$ cat config.mk
export PLATFORM = sky130hd
export DESIGN_NAME = pipeline_sequencer
export DESIGN_NICKNAME = d
export VERILOG_FILES = /design/src/rtl/pipeline_pkg.sv /design/src/rtl/hazard_detection_unit.sv /design/src/rtl/pipeline_sequencer.sv
export SDC_FILE = /design/constraint.sdc
export NUM_CORES = 1
export LEC_CHECK = 0
export ABC_AREA = 1
export BUFFER_PORTS_ARGS = -buffer_cell sky130_fd_sc_hd__buf_4
export CORE_MARGIN = 2
export CORE_UTILIZATION = 36
export CTS_BUF_LIST = sky130_fd_sc_hd__clkbuf_16
export CTS_CLUSTER_DIAMETER = 40
export CTS_CLUSTER_SIZE = 10
export DETAILED_ROUTE_END_ITERATION = 10
export SLEW_MARGIN = 25
export SYNTH_ARGS = -nofsm -noshare
export SYNTH_HDL_FRONTEND = slang
export SYNTH_SLANG_ARGS = --single-unit
$ cat constraint.sdc
create_clock -name i_clock -period 1.9 [get_ports i_clock]
set_clock_uncertainty 0.15 [all_clocks]
set_input_delay 0 -clock i_clock [delete_from_list [all_inputs] [get_ports i_clock]]
set_output_delay 0 -clock i_clock [all_outputs]
set_load 0.005 [all_outputs]
$ cat src/rtl/pipeline_pkg.sv
// rtl/pipeline_pkg.sv - shared constants and FSM encodings for the pipeline sequencer
package pipeline_pkg;

  localparam int NB_STATE = 3;
  localparam int N_DRAIN  = 3;

  // Opcode field value that the decoder reports as HALT
  localparam logic [5:0] OP_HALT = 6'b111111;

  typedef enum logic [NB_STATE-1:0] {
    ST_IDLE   = 3'd0,
    ST_RUN    = 3'd1,
    ST_STEP   = 3'd2,
    ST_DRAIN  = 3'd3,
    ST_HALTED = 3'd4
  } state_e;

endpackage

$ cat src/rtl/hazard_detection_unit.sv
// rtl/hazard_detection_unit.sv - load-use hazard detection between EX and ID
module hazard_detection_unit #(
  parameter int NB_REG = 5
) (
  input  logic              ex_mem_read,
  input  logic [NB_REG-1:0] ex_rt,
  input  logic [NB_REG-1:0] id_rs,
  input  logic [NB_REG-1:0] id_rt,
  output logic              stall
);

  // $zero is never a real dependency, so a load into r0 cannot stall
  assign stall = ex_mem_read && (ex_rt != '0) &&
                 ((ex_rt == id_rs) || (ex_rt == id_rt));

endmodule

$ cat src/rtl/pipeline_sequencer.sv
// rtl/pipeline_sequencer.sv - run/step FSM with stall, flush and HALT drain control
module pipeline_sequencer #(
  parameter int NB_REG    = 5,
  parameter int NB_CYCLES = 32,
  parameter int N_DRAIN   = 3,
  parameter int NB_STATE  = 3
) (
  input  logic                 i_clock,
  input  logic                 i_reset,
  input  logic                 i_du_run,
  input  logic                 i_du_step,
  input  logic                 i_du_pause,
  input  logic                 i_EX_mem_read,
  input  logic [NB_REG-1:0]    i_EX_rt,
  input  logic [NB_REG-1:0]    i_ID_rs,
  input  logic [NB_REG-1:0]    i_ID_rt,
  input  logic                 i_branch_taken,
  input  logic                 i_ID_halt,
  output logic                 o_pipe_enable,
  output logic                 o_pc_write,
  output logic                 o_IF_ID_write,
  output logic                 o_IF_ID_flush,
  output logic                 o_ID_EX_bubble,
  output logic                 o_halted,
  output logic [NB_STATE-1:0]  o_state,
  output logic [NB_CYCLES-1:0] o_cycle_count
);

  import pipeline_pkg::state_e;
  import pipeline_pkg::ST_IDLE;
  import pipeline_pkg::ST_RUN;
  import pipeline_pkg::ST_STEP;
  import pipeline_pkg::ST_DRAIN;
  import pipeline_pkg::ST_HALTED;

  localparam int NB_DRAIN = (N_DRAIN > 1) ? $clog2(N_DRAIN) : 1;
  localparam logic [NB_DRAIN-1:0] DRAIN_LAST = NB_DRAIN'(N_DRAIN - 1);

  state_e                state, next_state;
  logic                  m_step, next_m_step;
  logic [NB_DRAIN-1:0]   drain_cnt, next_drain_cnt;
  logic [NB_CYCLES-1:0]  cycle_count;

  logic en, raw_stall, stall, flush, halt_hit, draining;

  hazard_detection_unit #(.NB_REG(NB_REG)) u_hazard (
    .ex_mem_read (i_EX_mem_read),
    .ex_rt       (i_EX_rt),
    .id_rs       (i_ID_rs),
    .id_rt       (i_ID_rt),
    .stall       (raw_stall)
  );

  always_ff @(posedge i_clock) begin
    if (!i_reset) begin
      state       <= ST_IDLE;
      m_step      <= 1'b0;
      drain_cnt   <= '0;
      cycle_count <= '0;
    end else begin
      state     <= next_state;
      m_step    <= next_m_step;
      drain_cnt <= next_drain_cnt;
      if (en && (cycle_count != '1))
        cycle_count <= cycle_count + NB_CYCLES'(1);
    end
  end

  always_comb begin
    en = 1'b0;
    case (state)
      ST_RUN:   en = 1'b1;
      ST_STEP:  en = i_du_step;
      ST_DRAIN: en = m_step ? i_du_step : 1'b1;
      default:  en = 1'b0;
    endcase
  end

  // A taken branch squashes whatever sits in ID, including a HALT
  assign stall    = en && raw_stall;
  assign flush    = en && i_branch_taken;
  assign draining = (state == ST_DRAIN);
  assign halt_hit = en && i_ID_halt && !flush &&
                    ((state == ST_RUN) || (state == ST_STEP));

  assign o_pipe_enable  = en;
  assign o_pc_write     = !draining && en && (flush || (!stall && !halt_hit));
  assign o_IF_ID_write  = (en && !stall) || flush;
  assign o_IF_ID_flush  = flush || halt_hit || (draining && en);
  assign o_ID_EX_bubble = stall || flush;
  assign o_halted       = (state == ST_HALTED);
  assign o_state        = NB_STATE'(state);
  assign o_cycle_count  = cycle_count;

  always_comb begin
    next_state     = state;
    next_m_step    = m_step;
    next_drain_cnt = drain_cnt;
    case (state)
      ST_IDLE: begin
        if (i_du_run) begin
          next_state  = ST_RUN;
          next_m_step = 1'b0;
        end else if (i_du_step) begin
          next_state  = ST_STEP;
          next_m_step = 1'b1;
        end
      end
      ST_RUN: begin
        if (halt_hit) begin
          next_state     = ST_DRAIN;
          next_drain_cnt = DRAIN_LAST;
        end else if (i_du_pause) begin
          next_state = ST_IDLE;
        end
      end
      ST_STEP: begin
        if (i_du_run)
          next_m_step = 1'b0;
        if (halt_hit) begin
          next_state     = ST_DRAIN;
          next_drain_cnt = DRAIN_LAST;
        end else if (i_du_run) begin
          next_state = ST_RUN;
        end
      end
      ST_DRAIN: begin
        if (en) begin
          if (drain_cnt == '0)
            next_state = ST_HALTED;
          else
            next_drain_cnt = drain_cnt - NB_DRAIN'(1);
        end
      end
      default: ;
    endcase
  end

endmodule
==> results of run 1 <==
stage by stage:
stage	setup TNS, ps	hold WS [ps]
2_1_floorplan	0	-33.63
3_3_place_gp	0	133.1
3_5_place_dp	0	139.8
4_1_cts	0	51.15
5_1_grt	-13.42	102.0
6_report	0	54.55
area by class of cell:
| class | count | share of cell area, % |
|---|---|---|
| multi-input combinational | 380 | 47.69 |
| timing repair buffer | 104 | 20.42 |
| inverter | 59 | 5.795 |
| clock buffer | 5 | 3.167 |
| sequential | 38 | 19.38 |
| clock inverter | 3 | 0.3167 |
| tap | 102 | 3.230 |
sequential cells by signal, indices dropped and copies added, names as in the netlist:
name / cells
m_step: 1
drain_cnt: 2
o_cycle_count: 32
o_state: 3
repair_timing:
| item | CTS | global route |
|---|---|---|
| buffers inserted | 0 | 2 |
| setup endpoints to repair | 3 | 35 |
| gates resized for setup | 2 | 16 |
| gates cloned | 0 | 2 |
| hold buffers | 4 | 0 |
| pin swaps | 0 | 2 |
| endpoints found under the hold margin | 11 | 0 |
power by group:
group,internal [W],leakage [nW],total [W],switching (W)
clock network,0.000474,0.0724,0.000802,0.000327
registers,0.000868,0.308,0.000946,0.0000775
logic,0.000619,1.38,0.00163,0.00101
total,0.00196,1.76,0.00337,0.00141
Yosys cell counts:
master / n
o21ai_0: 13
nor2_2: 3
nor2_8: 1
inv_2: 1
a21oi_2: 21
clkbuf_1: 3
nor2_4: 2
clkinv_2: 1
a21oi_1: 8
a31oi_1: 2
inv_6: 1
buf_12: 1
nand2_8: 1
nor2_1: 73
nand2_1: 183
xor2_1: 10
buf_6: 3
dfxtp_1: 38
inv_1: 56
ha_1: 2
nand2_2: 11
nand2_4: 2
o21bai_1: 1
xnor2_1: 7
buf_4: 1
nand4_1: 7
nor3_1: 2
nand3_1: 29
layout by cell type (no fill, tap or decap):
master	synthesis	final
o21ai_1	0	1
nor3_1	2	2
clkinv_1	0	1
nand2_8	1	2
inv_4	0	1
inv_6	1	1
dfxtp_2	0	1
inv_1	56	57
nand3_1	29	28
buf_6	3	1
nand3_2	0	1
xnor2_1	7	7
nand2_4	2	3
nand2_2	11	13
dfxtp_1	38	36
nor2_8	1	1
o21ai_0	13	12
clkbuf_16	0	5
xor2_1	10	10
nor2_1	73	68
dlygate4sd3_1	0	4
buf_12	1	1
nand2_1	183	181
dfxtp_4	0	1
buf_4	1	98
a31oi_1	2	2
nor2_4	2	5
inv_2	1	1
nor2_2	3	5
ha_1	2	2
o21bai_1	1	1
a21oi_1	8	8
a21oi_2	21	21
clkinv_2	1	1
nand4_1	7	7
layer usage:
layer | global-route usage [%] | up-vias | share of wire [%] | routed length [um]
li1 | - | 1708 | - | -
met1 | 24.14 | 1481 | 47 | 4021
met2 | 33.69 | 96 | 46 | 3960
met3 | 3.868 | 7 | 5.8 | 499
met4 | 5.515 | 0 | 1.1 | 94
met5 | 0 | - | 0 | 0
worst min-delay path, stage by stage:
cell	delay, ps
buf_4	90
nor2_1	50
nand2_1	90
o21bai_1	70
nor2_1	80
nor2_1	60
logic make-up after synthesis:
| kind of cell | share of synthesized area [%] |
|---|---|
| DFF | 26.45 |
| buffers and inverters | 10.44 |
| xor gates and xnor gates | 5.176 |
| and+or+nand+nor | 46.32 |
| AOI/OAI and AO/OA | 10.74 |
| adders and majority gates | 0.8698 |
worst max-delay path by stage:
stage / start / end
final: o_cycle_count[0] / o_cycle_count[16]
after global routing: o_state[2] / m_step
after CTS: o_state[1] / o_IF_ID_flush
after detailed placement: o_state[1] / o_cycle_count[22]
after global placement: o_state[1] / o_cycle_count[4]
after floorplan: o_cycle_count[0] / o_cycle_count[21]
==> summary.txt, run 1 <==
Status
  – Status: complete, no violations

Clocking
  – Clk_lat worst skew: about 290 ps
  – Clk buf depth: 2
  – Root Driver: clkbuf_16
  – CTS H-tree depth: 2
  – Num CTS Buffers: 5
  – Clock tree sinks: 38
  – CTS tree: done
  – Clk slew on worst S/H paths: approximately 50 ps

Place
  – Post-DP Area: about 0.0037 mm^2
  – Final Wtd Congestion: around 0.92
  – DP Wirelength: between 6000 and 7000 um
  – Place WS: roughly 40 ps
  – Dpl cells: around 680
  – PortBufs: 63

Power and ir drop
  – Leak Pwr: around 1.8 nW
  – Power Total: 0.003375 W
  – Maximum vdd ir drop: between 400 and 500 uV
  – Power per Cell Area: between 800 and 900 mW/mm^2

Worst setup path
  – Crit path cell chain: ha_1 -> inv_1 -> nor2_4 -> nand2_4 -> nor2_8 -> nand2_8 -> nand2_8 -> inv_6 -> nand2_1 -> a21oi_2
  – Setup slack, reg-to-reg: around 120 ps
  – Crit. path cell count: 10
  – Reg2reg start: o_cycle_count[0]
  – Slowest cell delay on critical path: around 340 ps
  – Critical path's most frequent cell: nand2_8
  – RR Endpoint: o_cycle_count[16]
  – Critical Path Fanout Max: 27
  – CP arrival: ~1800 ps
  – CP Class: register to register
  – R2R depth: 10
  – Crit end category: register
  – Worst path required time: between 1500 and 2000 ps
  – Buffers & Inverters on Critical Path: 2
  – Crit start category: register
  – Top delay family on crit path: simple AND/OR/NAND/NOR gates
  – Crit-path slowest cell: dfxtp_1

Routing
  – DRT antenna net count: 0
  – Drt pass-1 iters: 4
  – # DRC: 0
  – Detailed-route wire length: 8576 um
  – Initial DRC Count: approximately 150
  – Vias/cell: 4.764
  – Vias: roughly 3300
  – DR WL/cell: between 10 and 15 um

Die
  – Starting Density: between 30% and 40%
  – Core footprint: 0.007727 mm^2
  – Die height: 93.39 um
  – Die area: ~0.0087 mm^2
  – FP Rows: 32
  – Die X: between 90 and 100 um
  – Num ports: 64

Layout
  – Register area: between 700 and 800 um^2
  – Cell area after layout: 0.003951 mm^2
  – Fillers: 785
  – Area Growth Syn to Fin: 37.36%
  – Layout Cells excl Fill: just under 700
  – Area of the multi-input gates: 0.001884 mm^2
  – Layout cell share with drive strength beyond 1: between 20% and 30%
  – Nets: about 610
  – Util after Layout: about half
  – Diode count: 0

Timing
  – Fin. max-slew vios: 0
  – Worst Slack Setup Final: roughly 120 ps
  – Worst Max-Slew Pin Slew: 721.9 ps
  – Period minus WS final: ~1800 ps
  – Rel. slew slack: 51.81%
  – Max Fclk: 562.7 MHz
  – Ratio of final minimum period to clock period: between 90% and 100%
  – Count of final hold-check violations: 0
  – Setup violators final: 0

Hold path
  – Hold Crit Endpoint: o_state[0]
  – Hold Path Class: input port to register
  – WHS Path Cells: 6
  – Hold Path Origin: i_branch_taken

GRT
  – Initial antenna violation count: 0
  – GRT Overall Usage: slightly below 20%
  – First-pass GRT wire length: approximately 13000 um
  – Largest net degree at the start of global routing: 29
  – GR Overflow Total: 0
  – Vias in the first global route: 3027

Synth
  – Syn. warnings: 0
  – Share of the synthesized area in the top cell type: between 20% and 30%
  – Cell Area, Synth: around 0.0029 mm^2
  – Syn_nets: 508
  – Post-Synthesis Cells: ~480
  – Dominant cell type by area after synthesis: dfxtp_1
  – Syn avg cell area: approximately 6.0 um^2
  – Cell variety after synth: 28
  – #FFs+latches synth: 38
  – Area contributors post-synth: dfxtp_1 26%, nand2_1 24%, nor2_1 9.5%
  – Post-synthesis sequential area ratio: a little over a quarter

Run
  – Max-cap violations: 0
Note: power is estimated with default switching activity, not from simulation.
==> run 2: changes to the inputs <==
--- a/config.mk
+++ b/config.mk
@@ -9,7 +9,6 @@
 export BUFFER_PORTS_ARGS = -buffer_cell sky130_fd_sc_hd__buf_4
 export CORE_MARGIN = 2
 export CORE_UTILIZATION = 36
-export CTS_BUF_LIST = sky130_fd_sc_hd__clkbuf_16
 export CTS_CLUSTER_DIAMETER = 40
 export CTS_CLUSTER_SIZE = 10
 export DETAILED_ROUTE_END_ITERATION = 10
==> run 2 against run 1 <==
Effect of this change: routed wire length down 0.44%; sequential power about the same; power down 6.0%; non-clock buffer count decreased by 1; sequential cell count unchanged; critical path type unchanged; clock-buffer cell count grew 2; via count rose by 0.67%; design area shrank 1.3%; clock power down 26%; critical path depth unchanged; cell count down 0.14%.
==> summary.txt, run 2 (synthesis gave the netlist of run 1 again) <==
Die
  – Num ports: 64 (unchanged)
  – Die X: 93.39 um (unchanged)
  – Starting Density: 37.22% (unchanged)
  – Die height: 93.39 um (unchanged)
  – FP Rows: 32 (unchanged)
  – Core footprint: 0.007727 mm^2 (unchanged)
  – Die area: 0.008722 mm^2 (unchanged)

Clocking
  – CTS tree: done (unchanged)
  – Clk buf depth: 2 (unchanged)
  – Root Driver: clkbuf_8 (was clkbuf_16)
  – Clk_lat worst skew: 300 ps (was 290 ps)
  – Clock tree sinks: 38 (unchanged)
  – CTS H-tree depth: 2 (unchanged)
  – Clk slew on worst S/H paths: 80 ps (was 50 ps)
  – Num CTS Buffers: 5 (unchanged)

Layout
  – Area of the multi-input gates: 0.001884 mm^2 (unchanged)
  – Largest register FFs: 32 (unchanged)
  – Util after Layout: 50.47% (was 51.13%)
  – Commonest cells after routing, fill and taps aside: 181 x nand2_1, 97 x buf_4, 68 x nor2_1 (was 181 x nand2_1, 98 x buf_4, 68 x nor2_1)
  – Nets: 612 (was 613)
  – Area Growth Syn to Fin: 35.58% (was 37.36%)
  – Layout cell share with drive strength beyond 1: 27.55% (was 27.50%)
  – Fillers: 794 (was 785)
  – Layout Cells excl Fill: 690 (was 691)
  – Commonest non-fill, non-tap cell in the layout: nand2_1 (unchanged)
  – Register area: 768.2 um^2 (was 765.7 um^2)
  – Diode count: 0 (unchanged)

Routing
  – DR WL/cell: 12.37 um (was 12.41 um)
  – Detailed-route wire length: 8538 um (was 8576 um)
  – DRT antenna net count: 0 (unchanged)
  – Drt pass-1 iters: 4 (unchanged)
  – Initial DRC Count: 159 (was 154)
  – Vias: 3314 (was 3292)
  – # DRC: 0 (unchanged)
  – Vias/cell: 4.803 (was 4.764)

Worst setup path
  – CP arrival: 1800 ps (was 1770 ps)
  – Critical Path Fanout Max: 27 (unchanged)
  – CP Class: register to register (unchanged)
  – Crit-path slowest cell: dfxtp_1 (unchanged)
  – Crit start category: register (unchanged)
  – Slowest cell delay on critical path: 350 ps (was 340 ps)
  – Crit path cell chain: ha_1 -> inv_1 -> nor2_4 -> nand2_4 -> nor2_8 -> nand2_8 -> nand2_8 -> inv_6 -> nand2_1 -> a21oi_2 (unchanged)
  – Critical path's most frequent cell: nand2_8 (unchanged)
  – Crit end category: register (unchanged)
  – Worst path required time: 1910 ps (was 1890 ps)
  – Setup slack, reg-to-reg: 110 ps (was 120 ps)

Timing
  – Rel. slew slack: 51.78% (was 51.81%)
  – Max Fclk: 559.1 MHz (was 562.7 MHz)
  – Hold WS: 39.36 ps (was 54.55 ps)
  – Count of final hold-check violations: 0 (unchanged)
  – Fin. max-slew vios: 0 (unchanged)
  – Period minus WS final: 1789 ps (was 1777 ps)
  – Worst Max-Slew Pin Slew: 722.2 ps (was 721.9 ps)
  – Ratio of final minimum period to clock period: 94.14% (was 93.53%)
  – Setup violators final: 0 (unchanged)

Power and ir drop
  – Power per Cell Area: 813.4 mW/mm^2 (was 854.1 mW/mm^2)
  – Maximum vdd ir drop: 307.4 uV (was 430.5 uV)
  – Leak Pwr: 1.727 nW (was 1.757 nW)

Status
  – Status: complete, no violations (unchanged)

GRT
  – Vias in the first global route: 3004 (was 3027)
  – GR Overflow Total: 0 (unchanged)
  – Initial antenna violation count: 0 (unchanged)
  – First-pass GRT wire length: 13400 um (was 13470 um)
  – GRT Overall Usage: 19.16% (was 19.36%)
  – Largest net degree at the start of global routing: 29 (unchanged)

Run
  – Max-cap violations: 0 (unchanged)

Place
  – Dpl cells: 675 (unchanged)
  – PortBufs: 63 (unchanged)
  – Final Wtd Congestion: 0.9185 (unchanged)
  – DP Wirelength: 6375 um (unchanged)

Hold path
  – Hold Path Class: input port to register (unchanged)
run 2: routing by layer:
metal	vias to the layer above	wire length (um)	global-route usage [%]	share of wire [%]
met5	-	0	0	0
li1	1703	-	-	-
met3	9	513	3.384	6.0
met2	99	3973	33.33	47
met4	0	91	5.637	1.1
met1	1503	3960	24.09	46
run 2: final timing paths:
check | from | endpoint | cells after the start
worst max-delay path | o_cycle_count[0] | o_cycle_count[12] | 10
worst min-delay path | i_branch_taken | o_state[0] | 6
worst max register to register | o_cycle_count[0] | o_cycle_count[12] | 10
worst min register to register | m_step | m_step | 2
run 2: what timing repair did:
action | 4_1_cts | 5_1_grt
buffers inserted | 0 | 1
pin swaps | 0 | 2
hold buffers | 4 | 0
resized for setup | 3 | 16
setup endpoints to repair | 3 | 34
endpoints found under the hold margin | 11 | 0
cloned | 0 | 2
run 2: critical path: cells and delay by family (launching register included):
family                     cells  cell delay [ps]
adders and majority gates      1              180
AOI/OAI and AO/OA              1               50
DFF                            1              350
buffers and inverters          2              200
and+or+nand+nor                6              720
run 2: metrics by stage:
step                      setup slack [ps]  instance area (um^2)  TNS [ps]  power, W
final                                111.4                  3900         0  0.003172
after global routing                -18.21                  3900    -18.21  0.003384
after CTS                            2.452                  3816         0  0.003013
after detailed placement             38.93                  3680         0  0.002405
after global placement               67.79                  3680         0  0.002383
after floorplan                      53.65                  2877         0  0.001999
run 2: layout make-up:
type,instances,area share (%)
clock buffers,7,2.214
clock inverters,1,0.1283
inverters,59,5.871
multi-input cells,380,48.32
flip-flops and latches,38,19.70
well taps,102,3.272
repair buffers,103,20.50
run 2: report_power, final:
group / internal, W / switching [W] / total [W]
Combinational: 0.000619 / 0.00101 / 0.00163
Clock: 0.000293 / 0.000301 / 0.000594
Sequential: 0.000870 / 0.0000772 / 0.000947
Total: 0.00178 / 0.00139 / 0.00317
==> run 3: changes to the inputs <==
--- a/config.mk
+++ b/config.mk
@@ -12,6 +12,7 @@
 export CTS_CLUSTER_DIAMETER = 40
 export CTS_CLUSTER_SIZE = 10
 export DETAILED_ROUTE_END_ITERATION = 10
+export PLACE_DENSITY = 0.71
 export SLEW_MARGIN = 25
 export SYNTH_ARGS = -nofsm -noshare
 export SYNTH_HDL_FRONTEND = slang
==> run 3 against run 2 <==
Effect of this change: non-clock buffer count up 1; design area down 0.38%; critical endpoint is now o_IF_ID_flush; critical path type is now register to output pin; power up 0.34%; highest routed layer unchanged; largest cell class unchanged; critical path depth down 2; largest power group unchanged; cell count down 0.14%; maximum frequency down 0.33%; core utilization down 0.19 points.
==> summary.txt, run 3 (synthesis gave the netlist of run 1 again) <==
Status
  – Status: complete, no violations (unchanged)

Place
  – PortBufs: 63 (unchanged)
  – DP Wirelength: 6514 um (was 6375 um)
  – Place WS: 59.18 ps (was 38.93 ps)
  – Final Wtd Congestion: 0.9441 (was 0.9185)

Timing
  – Worst Max-Slew Pin Slew: 710.6 ps (was 722.2 ps)
  – Ratio of final minimum period to clock period: 94.44% (was 94.14%)
  – Count of final hold-check violations: 0 (unchanged)
  – Rel. slew slack: 52.56% (was 51.78%)
  – Period minus WS final: 1794 ps (was 1789 ps)
  – Setup violators final: 0 (unchanged)
  – Fin. max-slew vios: 0 (unchanged)
  – Max Fclk: 557.3 MHz (was 559.1 MHz)
  – Setup TNS: 0 ps (unchanged)
  – Worst Slack Setup Final: 105.6 ps (was 111.4 ps)

GRT
  – Vias in the first global route: 3018 (was 3004)
  – First-pass GRT wire length: 13430 um (was 13400 um)
  – Met3 usage: 3.062% (was 3.384%)
  – M1 GR Usage: 24.03% (was 24.09%)
  – Initial antenna violation count: 0 (unchanged)
  – GR Util met2: 32.25% (was 33.33%)
  – Largest net degree at the start of global routing: 29 (unchanged)
  – GRT Overall Usage: 19.08% (was 19.16%)
  – GR Overflow Total: 0 (unchanged)
  – Gr busiest metal: met2 (unchanged)

Clocking
  – Clk buf depth: 2 (unchanged)
  – Root Driver: clkbuf_8 (unchanged)
  – Clk slew on worst S/H paths: 70 ps (was 80 ps)
  – CTS tree: done (unchanged)
  – Clock tree sinks: 38 (unchanged)
  – Num CTS Buffers: 5 (unchanged)
  – Clk_lat worst skew: 310 ps (was 300 ps)
  – CTS H-tree depth: 2 (unchanged)

Layout
  – Nets: 611 (was 612)
  – Fillers: 779 (was 794)
  – Largest register FFs: 32 (unchanged)
  – Register area: 768.2 um^2 (unchanged)
  – Layout cell share with drive strength beyond 1: 27.94% (was 27.55%)
  – Area of the multi-input gates: 0.001841 mm^2 (was 0.001884 mm^2)
  – Commonest non-fill, non-tap cell in the layout: nand2_1 (unchanged)
  – Commonest cells after routing, fill and taps aside: 181 x nand2_1, 98 x buf_4, 70 x nor2_1 (was 181 x nand2_1, 97 x buf_4, 68 x nor2_1)
  – Diode count: 0 (unchanged)
  – Area Growth Syn to Fin: 35.06% (was 35.58%)
  – Util after Layout: 50.28% (was 50.47%)

Routing
  – DR WL/cell: 11.96 um (was 12.37 um)
  – # DRC: 0 (unchanged)
  – Drt pass-1 iters: 4 (unchanged)
  – Initial DRC Count: 111 (was 159)
  – Vias: 3243 (was 3314)
  – Vias/cell: 4.707 (was 4.803)
  – Detailed-route wire length: 8240 um (was 8538 um)
  – DRT antenna net count: 0 (unchanged)

Die
  – Num ports: 64 (unchanged)
  – Starting Density: 37.22% (unchanged)
  – Core footprint: 0.007727 mm^2 (unchanged)
  – FP Rows: 32 (unchanged)
  – Die X: 93.39 um (unchanged)
  – Die height: 93.39 um (unchanged)
  – Die area: 0.008722 mm^2 (unchanged)

Power and ir drop
  – Leak Pwr: 1.738 nW (was 1.727 nW)
  – Power per Cell Area: 819.3 mW/mm^2 (was 813.4 mW/mm^2)
  – Power Total: 0.003183 W (was 0.003172 W)
  – Maximum vdd ir drop: 484.0 uV (was 307.4 uV)

Worst setup path
  – CP Class: register to output pin (was register to register)
  – Slowest cell delay on critical path: 380 ps (was 350 ps)
  – Critical path's most frequent cell: buf_4 (was nand2_8)
  – Crit-path slowest cell: dfxtp_4 (was dfxtp_1)
  – Crit path cell chain: nor2_4 -> nor2_2 -> nand2_2 -> clkinv_2 -> buf_4 -> nand2_1 -> nand3_1 -> buf_4 (was ha_1 -> inv_1 -> nor2_4 -> nand2_4 -> nor2_8 -> nand2_8 -> nand2_8 -> inv_6 -> nand2_1 -> a21oi_2)
  – Worst path required time: 1750 ps (was 1910 ps)
  – Crit end category: output pin (was register)
  – CP arrival: 1640 ps (was 1800 ps)
  – Crit start category: register (unchanged)
  – Critical Path Fanout Max: 10 (was 27)

Run
  – Max-cap violations: 0 (unchanged)

Hold path
  – Hold Path Class: input port to register (unchanged)
-- run 3: changes by cell type in the layout (fill, tap and decap cells not counted), sizes merged --
| cell | change |
|---|---|
| clkinvlp | +2 |
| bufinv | +1 |
| inv | -1 |
| buf | +1 |
| nand2 | -2 |
| clkbuf | -2 |
-- run 3: final cells by class --
cell class	instances	area share (%)
inverter	59	5.861
timing repair buffer	104	20.77
multi-input combinational	378	47.38
sequential	38	19.77
clock buffer	5	1.771
tap	102	3.285
clock inverter	3	1.159
-- run 3: per-layer routing --
layer	share of wire [%]	wire length [um]
met1	46	3805
met2	46	3778
met3	4.9	406
met4	3.0	250
met5	0	0
-- run 3: path summary, 6_finish.rpt --
check	to	cells after the start	start	slack, ps
worst max-delay path	o_IF_ID_flush	8	o_state[1]	110
worst min-delay path	o_state[0]	6	i_branch_taken	50
worst max register to register	m_step	6	o_state[2]	130
worst min register to register	m_step	2	m_step	310
-- run 3: power breakdown --
| part | total, W | switching (W) | internal, W |
|---|---|---|---|
| Sequential | 0.000946 | 0.0000772 | 0.000869 |
| Clock | 0.000708 | 0.000317 | 0.000391 |
| Combinational | 0.00153 | 0.000935 | 0.000594 |
-- run 3: critical path: cells and delay by family (launching register included) --
family	cells	cell delay [ps]
DFF	1	380
and+or+nand+nor	5	510
buffers and inverters	3	450
-- run 3: metrics by stage --
stage / hold slack, ps / area, um^2 / instances
3_5_place_dp: 130.5 / 3687 / 676
3_3_place_gp: 125.9 / 3687 / 676
4_1_cts: 50.26 / 3847 / 688
5_1_grt: 87.24 / 3885 / 689
2_1_floorplan: -33.63 / 2877 / 483
6_report: 50.51 / 3885 / 689
-- run 3: what timing repair did --
item	CTS	global route
resized for setup	3	12
hold endpoints to repair	11	0
pin swaps	0	2
endpoints found under the setup margin	3	32
setup buffers	0	1
hold buffers	4	0
cloned	0	0
